===== config.mk =====
export PLATFORM = sky130hd
export DESIGN_NAME = p_bit_seq
export DESIGN_NICKNAME = d
export VERILOG_FILES = /design/src/rtl/p_bit_seq.sv
export SDC_FILE = /design/constraint.sdc
export NUM_CORES = 1
export LEC_CHECK = 0
export BUFFER_PORTS_ARGS = -buffer_cell sky130_fd_sc_hd__buf_2
export CAP_MARGIN = 20
export CELL_PAD_IN_SITES_DETAIL_PLACEMENT = 0
export CELL_PAD_IN_SITES_GLOBAL_PLACEMENT = 1
export CORE_UTILIZATION = 49
export CTS_BUF_LIST = sky130_fd_sc_hd__clkbuf_16
export CTS_CLUSTER_DIAMETER = 60
export CTS_CLUSTER_SIZE = 40
export DETAILED_ROUTE_END_ITERATION = 8
export PLACE_DENSITY_LB_ADDON = 0.05
export SLEW_MARGIN = 10
export SYNTH_ARGS = -nofsm -noshare
export SYNTH_HDL_FRONTEND = slang
export SYNTH_SLANG_ARGS = --single-unit

===== constraint.sdc =====
create_clock -name clk -period 6.25 [get_ports clk]
set_input_delay 0.625 -clock clk [delete_from_list [all_inputs] [get_ports clk]]
set_output_delay 0.625 -clock clk [all_outputs]
set_load 0.03 [all_outputs]

===== src/rtl/p_bit_seq.sv =====
// p_bit_seq: sequential stochastic p-bit; accumulates J*m+h over N cycles, scales by beta, samples a spin against an LFSR
module p_bit_seq #(
  parameter int N = 4,
  parameter int JW = 8,
  parameter int HW = 8,
  parameter int BW = 8,
  parameter int BETA_FRAC = 4,
  parameter int LW = 16,
  parameter logic [LW-1:0] SEED = LW'(16'hACE1)
) (
  input  logic                 clk,
  input  logic                 reset_n,
  input  logic                 start,
  input  logic [N-1:0]         m_in,
  input  logic [N*JW-1:0]      j_in,
  input  logic signed [HW-1:0] h_in,
  input  logic [BW-1:0]        i_beta,
  output logic                 busy,
  output logic                 valid,
  output logic                 m_out
);
  function automatic logic [31:0] taps(input int w);
    case (w)
      4:       return 32'h0000000C;
      5:       return 32'h00000014;
      6:       return 32'h00000030;
      7:       return 32'h00000060;
      8:       return 32'h000000B8;
      9:       return 32'h00000110;
      10:      return 32'h00000240;
      11:      return 32'h00000500;
      12:      return 32'h00000829;
      13:      return 32'h0000100D;
      14:      return 32'h00002015;
      15:      return 32'h00006000;
      16:      return 32'h0000B400;
      17:      return 32'h00012000;
      18:      return 32'h00020400;
      19:      return 32'h00040023;
      20:      return 32'h00090000;
      21:      return 32'h00140000;
      22:      return 32'h00300000;
      23:      return 32'h00420000;
      24:      return 32'h00E10000;
      25:      return 32'h01200000;
      26:      return 32'h02000023;
      27:      return 32'h04000013;
      28:      return 32'h09000000;
      29:      return 32'h14000000;
      30:      return 32'h20000029;
      31:      return 32'h48000000;
      default: return 32'h80200003;
    endcase
  endfunction
  localparam int MW = JW > HW ? JW : HW;
  localparam int ACCW = MW + $clog2(N + 1) + 1;
  localparam int PW = ACCW + BW + 1;
  localparam int CW = (PW > LW ? PW : LW) + 1;
  localparam int KW = N > 1 ? $clog2(N) : 1;
  localparam logic [LW-1:0] TAPS = LW'(taps(LW));
  localparam logic [LW-1:0] SEED_I = (SEED == '0) ? LW'(1) : SEED;
  localparam logic signed [CW-1:0] HI = (CW'(1) <<< (LW - 1)) - CW'(1);
  localparam logic signed [CW-1:0] LO = -(CW'(1) <<< (LW - 1));
  typedef enum logic [1:0] {IDLE, ACC, SCALE, ACT} state_t;
  state_t                 state_q, state_d;
  logic [N-1:0]           m_q, m_d;
  logic [N*JW-1:0]        j_q, j_d;
  logic [BW-1:0]          beta_q, beta_d;
  logic signed [ACCW-1:0] acc_q, acc_d;
  logic signed [PW-1:0]   x_q, x_d;
  logic [KW-1:0]          k_q, k_d;
  logic [LW-1:0]          lfsr_q, lfsr_d;
  logic                   valid_q, valid_d;
  logic                   m_out_q, m_out_d;
  logic signed [JW-1:0]   j_k;
  logic signed [PW-1:0]   prod;
  logic signed [CW-1:0]   x_c, r_c;
  always_comb begin
    state_d = state_q;
    m_d = m_q;
    j_d = j_q;
    beta_d = beta_q;
    acc_d = acc_q;
    x_d = x_q;
    k_d = k_q;
    valid_d = 1'b0;
    m_out_d = m_out_q;
    lfsr_d = {lfsr_q[LW-2:0], ^(lfsr_q & TAPS)};
    j_k = j_q[k_q*JW +: JW];
    prod = PW'(acc_q) * PW'($signed({1'b0, beta_q}));
    x_c = CW'(x_q);
    r_c = CW'($signed(lfsr_q));
    case (state_q)
      IDLE: if (start) begin
        m_d = m_in;
        j_d = j_in;
        beta_d = i_beta;
        acc_d = ACCW'(h_in);
        k_d = '0;
        state_d = ACC;
      end
      ACC: begin
        acc_d = m_q[k_q] ? acc_q + ACCW'(j_k) : acc_q - ACCW'(j_k);
        k_d = k_q + 1'b1;
        state_d = (k_q == KW'(N - 1)) ? SCALE : ACC;
      end
      SCALE: begin
        x_d = prod >>> BETA_FRAC;
        state_d = ACT;
      end
      default: begin
        m_out_d = x_c >= HI ? 1'b1 : x_c <= LO ? 1'b0 : x_c > r_c;
        valid_d = 1'b1;
        state_d = IDLE;
      end
    endcase
  end
  always_ff @(posedge clk or negedge reset_n) begin
    if (!reset_n) begin
      state_q <= IDLE;
      m_q <= '0;
      j_q <= '0;
      beta_q <= '0;
      acc_q <= '0;
      x_q <= '0;
      k_q <= '0;
      lfsr_q <= SEED_I;
      valid_q <= 1'b0;
      m_out_q <= 1'b1;
    end else begin
      state_q <= state_d;
      m_q <= m_d;
      j_q <= j_d;
      beta_q <= beta_d;
      acc_q <= acc_d;
      x_q <= x_d;
      k_q <= k_d;
      lfsr_q <= lfsr_d;
      valid_q <= valid_d;
      m_out_q <= m_out_d;
    end
  end
  assign busy = state_q != IDLE;
  assign valid = valid_q;
  assign m_out = m_out_q;
endmodule

Word level (Yosys, flattened, before mapping):

Index checks and enable logic that the tools add are counted.

* bits in registers: 95
* input bits: 55
* output and inout port bits: 3

* mux-type cells: 13
* shift-type cells: 1
* equality and inequality tests: 4
* $mul: 1
* add/sub/neg operators: 3
* $lt $le $gt $ge: 4
* reduce and logical (&&, ||, !) cells: 7

Operators by type and width (number)
* 32-bit by 6-bit indexed part select with 8-bit output: 1
* 12-bit two-way mux: 2
* 12-bit case mux with 2 select lines: 1
* 12-bit by 9-bit multiplier with 21-bit output: 1
* 17-bit by 16-bit >= comparator with 1-bit output (second input constant): 1
* 17-bit by 16-bit greater-than comparator with 1-bit output: 1
* 17-bit by 16-bit less-or-equal comparator with 1-bit output (second input constant): 1
* 16-bit XOR reduction: 1
* 12-bit by 8-bit adder with 12-bit output: 1
* 12-bit by 8-bit subtractor with 12-bit output: 1
* 2-bit two-way mux: 3
* 2-bit case mux with 3 select lines: 1
* 2-bit == test (second input constant): 2
* 1-bit two-way mux: 4
* 2-bit case mux with 2 select lines: 1
* 2-bit AND reduction: 2
* 2-bit nonzero test: 2
* 2-bit by 3-bit less-than comparator with 1-bit output (second input constant): 1
* 3-bit OR reduction: 1
* 2-bit by 1-bit adder with 2-bit output (second input constant): 1
* 1-bit binary-select mux with 2-bit select: 1
* 2-bit by 1-bit == test with 1-bit output (second input constant): 1
* 2-bit logical NOT: 1
* 2-bit != test (second input constant): 1

Depth between registers and ports, before layout:

Gate-level depths: netlist of run 1.

* word-level depth: 4
* gate-level depth with buffers: 19

Worst setup path after synthesis of run 1:

OpenSTA, ideal clock, no wires.

* kind: register -> register
* start point: reg beta_q[1]
* end point: reg x_q[15]
* required time: 6117 ps
* data arrival time: 4676 ps
* cell stages (with the launch flop): 19
* setup slack: 1441 ps
* library setup time: 133 ps
* buffers on the path: 1
* path through: dfrtp_1 clkbuf_1 and2_1 fa_1 inv_1 fa_1 inv_1 fa_1 inv_1 fa_1 inv_1 ha_1 and2_1 a311o_1 a21oi_1 o31ai_1 o41ai_1 xor2_1 o21ai_0

* word-level cells in the longest chain between the ends: 1

RTL lines
* start, declared: line 68 `logic [BW-1:0] beta_q, beta_d;`
* start signal, assigned: line 134 `beta_q <= beta_d;`
* 12-bit by 9-bit multiplier with 21-bit output: line 90 `prod = PW'(acc_q) * PW'($signed({1'b0, beta_q}));`
* end signal, assigned: line 125 `x_q <= '0;`
* end signal, assigned: line 136 `x_q <= x_d;`
* end, declared: line 70 `logic signed [PW-1:0] x_q, x_d;`

No other way between the ends.
A chain may end at the register's enable or synchronous reset.

Worst setup path after layout of run 1:

* start point: reg beta_q[2]
* end point: reg x_q[15]

The elaborated chain is that of the path after synthesis.

==> flow_summary.json, run 1 <==
{
  "status": "complete, no violations",
  "synthCells": 832,
  "cts_tree": "done",
  "drv_slew": 0,
  "viasPerCell": 5.26,
  "rsz0062_at_grt": "no",
  "grt_pass1_vias": 6273,
  "synth_top_area_share_pct": 25.8,
  "clock_latency_ps": 360,
  "finalSetupViolations": 0,
  "layout.cells.non_filler": 1098,
  "postCtsHoldBufs": 0,
  "synth.avg_cell_area_um2": 10.0,
  "min_period_ps": 5110,
  "hold_viol_final": 0,
  "cts_setup_buffers": 0,
  "dieArea_um2": 17600,
  "cts_root_buffer": "clkbuf_16",
  "ys_types": 52,
  "nets": 1076,
  "start_kind": "flop",
  "slowest_delay_ps": 590,
  "arrival_ps": 5300,
  "cp-end-kind": "flop",
  "htree_levels": 3,
  "fin_tns_setup_ps": 0,
  "grt_overflow_total": 0,
  "synth_flop_cell": "dfrtp_1",
  "cts.clk_slew.worst_paths_ps": 80,
  "cp_num_cells": 17,
  "ys.warnings.count": 0,
  "ioPinCount": 58,
  "syn2layout_area_growth_pct": 9.28,
  "die_h_um": 132,
  "drt_iter0_markers": 219,
  "skew_ps": 13.2,
  "cp.buffers_inverters": 4,
  "io_buffers": 57,
  "grt_pass1_wl_mm": 30.7,
  "row_count": 47,
  "hold_path_class": "input port to asynchronous set/reset pin",
  "worstMarginPinSlew_ps": 997,
  "synth_edf_count": 0,
  "whs_ps": 281,
  "vias": 5774,
  "antenna_cells": 0,
  "wl_per_cell_um": 15.9,
  "cts_made_buffers": 9,
  "gp_congestion": 0.840,
  "clockBufferDepth": 2,
  "slew_headroom_pct": 33.5,
  "r2r_cells": 17,
  "core_area_um2": 16600,
  "cpMaxStageDelayCell": "fa_1",
  "critPathTopFamily": "adder cells",
  "antenna_left": 0,
  "r2r_slack_ps": 1140,
  "place_inst": 1082,
  "post-route-drc-count": 0,
  "critPathKind": "flop to flop",
  "async_flop_share_pct": 100,
  "synthesis.nets": 1035,
  "ys_top_cells_by_area": "dfrtp_1 (26%), fa_1 (19%), ha_1 (10%)",
  "required_ps": 6440,
  "syn_area_um2": 8340,
  "cts.sinks": 95,
  "cp_max_fo": 13,
  "antenna_found_initial": 0,
  "fp.dieW_um": 132,
  "firstDrtPassIters": 4,
  "fmax_mhz": 196,
  "synth_area_leader_cell": "dfrtp_1",
  "post_cts_resized": 0,
  "grt_start_max_net_pins": 55,
  "ys_ff_latch": 95,
  "critical_path.cell_chain": "and2_1 > fa_1 > inv_1 > fa_1 > inv_1 > fa_1 > inv_1 > fa_1 > inv_1 > ha_1 > and2_1 > a311o_1 > a21oi_1 > o31ai_1 > o41ai_1 > xor2_1 > o21ai_0",
  "grtUsageTotal_pct": 22.0,
  "synthMostInstantiatedCell": "inv_1",
  "synth_common_cells": "inv_1 (146), dfrtp_1 (86), nand2_1 (86)",
  "cap_violations": 0,
  "drive_gt1_share_pct": 16.9,
  "dpl.hpwl_mm": 14.1,
  "yosysSeqAreaShare_pct": 28.6,
  "drt-total-wl_mm": 17.5,
  "start_util_pct": 50.3,
  "finalCritPeriodShare_pct": 81.7
}
area by class of cell:
cell class	count	area, um2
Fill cell	1513	7470
Multi-Input combinational cell	561	5290
Sequential cell	95	2390
Inverter	146	548
Timing Repair Buffer	60	310
Tap cell	220	275
Clock buffer	9	225
Clock inverter	7	81.3
kinds of logic after synthesis:
group	count (synthesis)	synth area share (%)
and+or+nand+nor	198	11.7
adders and majority gates	148	29.3
DFF	95	28.6
xor gates and xnor gates	35	3.76
AOI/OAI and AO/OA	121	9.22
muxes	59	9.36
buffers and inverters	176	8.07
worst reg2reg max path, delay by kind of cell (launching register included):
family / cells / cell delay (ps)
adders and majority gates: 5 / 2510
AOI/OAI and AO/OA: 5 / 1030
DFF: 1 / 510
and+or+nand+nor: 2 / 430
buffers and inverters: 4 / 310
xor gates and xnor gates: 1 / 170
registers in the layout, summed over array words and instances, names as in the netlist, 2 cells and up:
signal / flops
lfsr_q: 16
j_q: 32
m_q: 4
state_q: 2
x_q: 17
k_q: 2
acc_q: 12
beta_q: 8
final timing paths:
check / startpoint / endpoint
min in group clk: lfsr_q[5] / lfsr_q[6]
max reg2reg: beta_q[2] / x_q[15]
min: reset_n / acc_q[8]
max: beta_q[2] / x_q[15]
min reg2reg: lfsr_q[5] / lfsr_q[6]
max in group asynchronous: reset_n / state_q[1]
metrics by stage:
step | area [um2] | setup WS (ps) | util, %
2_1_floorplan | 8340 | 1440 | -
3_3_place_gp | 8810 | 1200 | 53.1
3_5_place_dp | 8810 | 1150 | 53.1
4_1_cts | 9120 | 1140 | 55.0
5_1_grt | 9120 | 858 | 55.0
6_report | 9120 | 1140 | 55.0
routing by layer:
layer | GRT usage (%) | up-vias | wire length, um
met2 | 38.3 | 93 | 8640
li1 | - | 2796 | -
met4 | 5.94 | 0 | 346
met1 | 28.4 | 2871 | 7920
met5 | 0 | - | 0
met3 | 3.79 | 14 | 576
cells in the final DEF, fill, tap and decap left out, drive strengths merged, types with 6 or more instances in the layout:
cell type  instances
fa                79
nand4              7
nor3               8
xor2              17
ha                69
mux4               9
mux2              47
clkbuf             9
o21ai             39
a21o              11
nand2b             6
nand2             86
buf               60
dfstp              9
and2              49
a21oi             24
inv              151
dfrtp             86
o21a              10
xnor2             18
a211oi             7
nor2              23
Power of run 1 is left out: the tool's default activity adds up to more than one toggle a clock period on the data nets, which glitch-free logic cannot reach.
==> run 2, diff against run 1 <==
Settings changed: CORE_UTILIZATION 49 to 44.
Clock period 6.25 ns to 4.5 ns, I/O delays scaled along.
==> flow_summary.json, run 2 (synthesis results as in run 1) <==
{
  "grt_overflow_total": 0,
  "die_h_um": 140,
  "row_count": 49,
  "min_period_ps": 4490,
  "grtUsageTotal_pct": 21.5,
  "start_util_pct": 45.7,
  "grt_start_max_net_pins": 63,
  "antenna_left": 0,
  "final_common_cell": "inv_1",
  "arrival_ps": 4690,
  "cts.sinks": 95,
  "grt_pass1_wl_mm": 33.1,
  "cts.clk_slew.worst_paths_ps": 70,
  "final_cell_mix": "inv_1 (129), buf_4 (92), nand2_1 (76), fa_1 (73), dfrtp_1 (71)",
  "worstMarginPinSlew_ps": 1020,
  "io_buffers": 57,
  "fp.dieW_um": 140,
  "gp_congestion": 0.816,
  "syn2layout_area_growth_pct": 23.3,
  "slew_headroom_pct": 31.9,
  "final_util_pct": 56.3,
  "drt_iter0_markers": 173,
  "top_register": "j_q",
  "viasPerCell": 5.12,
  "htree_levels": 3,
  "status": "complete, no violations",
  "dpl.hpwl_mm": 15.1,
  "skew_ps": 11.4,
  "fillCellCount": 1636,
  "cts_tree": "done",
  "fin_tns_setup_ps": 0,
  "firstDrtPassIters": 4,
  "finalSetupViolations": 0,
  "clock_latency_ps": 360,
  "drt-total-wl_mm": 19.3,
  "vias": 6180,
  "grt_pass1_vias": 6702,
  "finalCritPeriodShare_pct": 99.9,
  "nets": 1176,
  "antenna_found_initial": 0,
  "cap_violations": 0,
  "rsz0062_at_grt": "yes",
  "cts_made_buffers": 9,
  "dieArea_um2": 19500,
  "start_kind": "flop",
  "critPathKind": "flop to flop",
  "drive_gt1_share_pct": 33.9,
  "fmax_mhz": 223,
  "cts_root_buffer": "clkbuf_16",
  "largest_reg_flops": 32,
  "antenna_cells": 0,
  "wl_per_cell_um": 16.0,
  "cp-end-kind": "flop",
  "clockBufferDepth": 2,
  "ioPinCount": 58,
  "core_area_um2": 18300,
  "reg_top3": "j_q (32), x_q (17), lfsr_q (16)",
  "hold_path_class": "input port to asynchronous set/reset pin",
  "cp_max_fo": 5,
  "r2r_cells": 18,
  "post-route-drc-count": 0,
  "drv_slew": 0,
  "required_ps": 4700,
  "hold_viol_final": 0
}
run 2: changes by cell type in the layout (fill, tap and decap cells not counted), moves of 7 or more:
cell / before / now
inv_1: 146 / 129
ha_1: 69 / 56
o21ai_0: 39 / 30
nand2_2: 0 / 7
dfrtp_1: 86 / 71
buf_6: 0 / 11
ha_4: 0 / 10
buf_4: 4 / 92
dfrtp_2: 0 / 15
inv_2: 0 / 17
nand2_1: 86 / 76
run 2: layer usage:
layer,part of all wire [%],global-route usage (%),vias up
li1,-,-,2992
met1,45,27.3,3099
met2,51,37.9,76
met3,2.5,3.27,13
met4,1.7,6.13,0
met5,0,0,-
run 2: per-stage QoR:
step           hold slack (ps)  worst slack [ps]  cell area [um2]  std cells
5_1_grt                    267              -175            10300       1207
4_1_cts                    231             -2.65            10100       1198
3_3_place_gp               357              -277             9410       1161
2_1_floorplan              154              24.7             8460        832
3_5_place_dp               359              -360             9410       1161
6_report                   195              6.07            10300       1207
run 2: worst max-delay path, cell delays in order, from the launching register on:
cell and delay (ps):
dfrtp_2 430, buf_6 140, buf_4 100, nand2_1 60, fa_1 540, inv_1 50
fa_1 470, fa_1 560, inv_2 40, fa_1 540, inv_2 50, ha_4 150
or4_4 430, o22ai_4 170, buf_6 130, o21bai_1 60, a21oi_1 160, xor2_1 190
o21ai_1 80
run 2: cell type report:
type / count / area (um2) / area share [%]
Timing Repair Buffer: 160 / 1110 / 10.8
Tap cell: 229 / 287 / 2.79
Inverter: 146 / 548 / 5.33
Clock inverter: 7 / 83.8 / 0.815
Sequential cell: 95 / 2410 / 23.4
Multi-Input combinational cell: 561 / 5620 / 54.6
Clock buffer: 9 / 225 / 2.19
run 2: worst paths after layout:
check	start	endpoint	slack [ps]
setup / recovery	beta_q[5]	x_q[9]	6
hold / removal	reset_n	beta_q[7]	200
setup reg to reg	beta_q[5]	x_q[9]	6
hold reg to reg	lfsr_q[5]	lfsr_q[6]	370
max in group asynchronous	reset_n	lfsr_q[13]	3320
min in group clk	j_in[28]	j_q[28]	310
run 2: repair_timing:
action,4_1_cts,5_1_grt
setup endpoints to repair,9,10
hold buffers,0,0
resized for setup,57,47
buffers inserted,21,9
pin swaps,40,38
endpoints found under the hold margin,0,0
Power of run 2 is left out for the same reason.
==> run 3, diff against run 2 <==
Settings changed: CORE_UTILIZATION 44 to 49, GPL_TIMING_DRIVEN from default to 0, PLACE_DENSITY from default to 0.88, PLACE_DENSITY_LB_ADDON 0.05 to default.
Clock period 4.5 ns to 4.97 ns, I/O delays scaled along.
==> flow_summary.json, run 3 (synthesis results as in run 1) <==
{
  "busiest_layer": "met2",
  "worstMarginPinSlew_ps": 833,
  "start_kind": "flop",
  "top_register": "j_q",
  "die_h_um": 132,
  "cts.sinks": 95,
  "use_met1_pct": 24.0,
  "fp.dieW_um": 132,
  "syn2layout_area_growth_pct": 12.4,
  "status": "complete, no violations",
  "grtUsageTotal_pct": 20.4,
  "r2r_start": "beta_q[1]",
  "firstDrtPassIters": 4,
  "critPathKind": "flop to flop",
  "dieArea_um2": 17600,
  "final_common_cell": "inv_1",
  "ioPinCount": 58,
  "reg_top3": "j_q (32), x_q (17), lfsr_q (16)",
  "cts_root_buffer": "clkbuf_16",
  "clock_latency_ps": 360,
  "grt_pass1_wl_mm": 28.4,
  "postCtsHoldBufs": 0,
  "arrival_ps": 5090,
  "io_buffers": 57,
  "slowest_delay_ps": 600,
  "nets": 1103,
  "hold_path_class": "input port to asynchronous set/reset pin",
  "cpMaxStageDelayCell": "fa_2",
  "grt_overflow_total": 0,
  "skew_ps": 15.3,
  "drive_gt1_share_pct": 20.1,
  "crit_start": "beta_q[1]",
  "core_area_um2": 16600,
  "viasPerCell": 5.16,
  "drt_iter0_markers": 169,
  "dp_slack_ps": -378,
  "dpl.hpwl_mm": 13.4,
  "hold_viol_final": 0,
  "wl_per_cell_um": 14.5,
  "cts.clk_slew.worst_paths_ps": 80,
  "clockBufferDepth": 2,
  "row_count": 47,
  "start_util_pct": 50.3,
  "drt-total-wl_mm": 16.3,
  "cp_max_fo": 7,
  "grt_pass1_vias": 6054,
  "largest_reg_flops": 32,
  "cap_violations": 0,
  "cp-end-kind": "flop",
  "critical_path.cell_chain": "and2_4 > fa_2 > inv_4 > fa_1 > inv_1 > fa_1 > inv_1 > fa_1 > inv_1 > ha_4 > and2_1 > a311o_1 > a21oi_1 > o31ai_2 > o41ai_1 > xor2_1 > o21ai_1",
  "antenna_left": 0,
  "finalCritPeriodShare_pct": 97.7,
  "fin_ws_ps": 113,
  "cts_made_buffers": 9,
  "final_cell_mix": "inv_1 (145), nand2_1 (85), fa_1 (78), dfrtp_1 (77), ha_1 (66)",
  "antenna_found_initial": 0,
  "min_period_ps": 4860,
  "use_met3_pct": 3.75,
  "post-route-drc-count": 0,
  "rsz0062_at_grt": "yes",
  "fmax_mhz": 206,
  "drv_slew": 0,
  "vias": 5805,
  "grt_start_max_net_pins": 63,
  "slew_headroom_pct": 44.3,
  "cts_tree": "done",
  "htree_levels": 3,
  "finalSetupViolations": 0,
  "met2_usage_pct": 36.7,
  "gp_congestion": 0.800,
  "required_ps": 5200
}
-- run 3: critical path, delay by kind of cell, from the launching register on --
family	cells	cell delay, ps
AND/OR/NAND/NOR	2	330
adder cells (fa/ha/maj)	5	2380
buffers and inverters	4	240
flip-flops	1	480
AO/OA/AOI/OAI	5	1000
XOR/XNOR	1	300
-- run 3: worst paths after layout --
check	cells after the start	slack, ps	end
worst max-delay path	17	110	x_q[15]
worst min-delay path	1	90	x_q[13]
worst max register to register	17	110	x_q[15]
worst min register to register	0	370	lfsr_q[6]
max in group asynchronous	2	4210	acc_q[5]
min in group clk	2	360	j_q[11]
-- run 3: layout make-up --
class	count	area (um2)
timing repair buffer	67	378
buffer	20	119
sequential	95	2400
inverter	146	551
fill	1466	7210
multi-input combinational	561	5350
clock inverter	7	80.1
antenna	1	2.50
tap	220	275
clock buffer	9	225
-- run 3: timing repair --
action	in CTS	in global routing
pin swaps	2	6
resized for setup	12	35
endpoints found under the hold margin	0	0
endpoints found under the setup margin	8	6
setup buffers	0	9
-- run 3: routing by layer --
metal	vias up	share of wire, %
met4	0	2.9
met1	2834	42
li1	2844	-
met2	97	51
met3	30	3.3
met5	-	0
-- run 3: through the flow --
step	cells	util (%)	hold WS, ps	TNS (ps)	area (um2)
floorplan	832	-	201	0	8340
global placement	1109	53.7	358	-1060	8900
detailed placement	1110	53.9	362	-1530	8930
CTS	1120	55.7	97.8	-181	9240
global route	1125	56.5	126	-65.4	9380
finish	1126	56.5	91.4	0	9380
Power of run 3 is left out for the same reason.
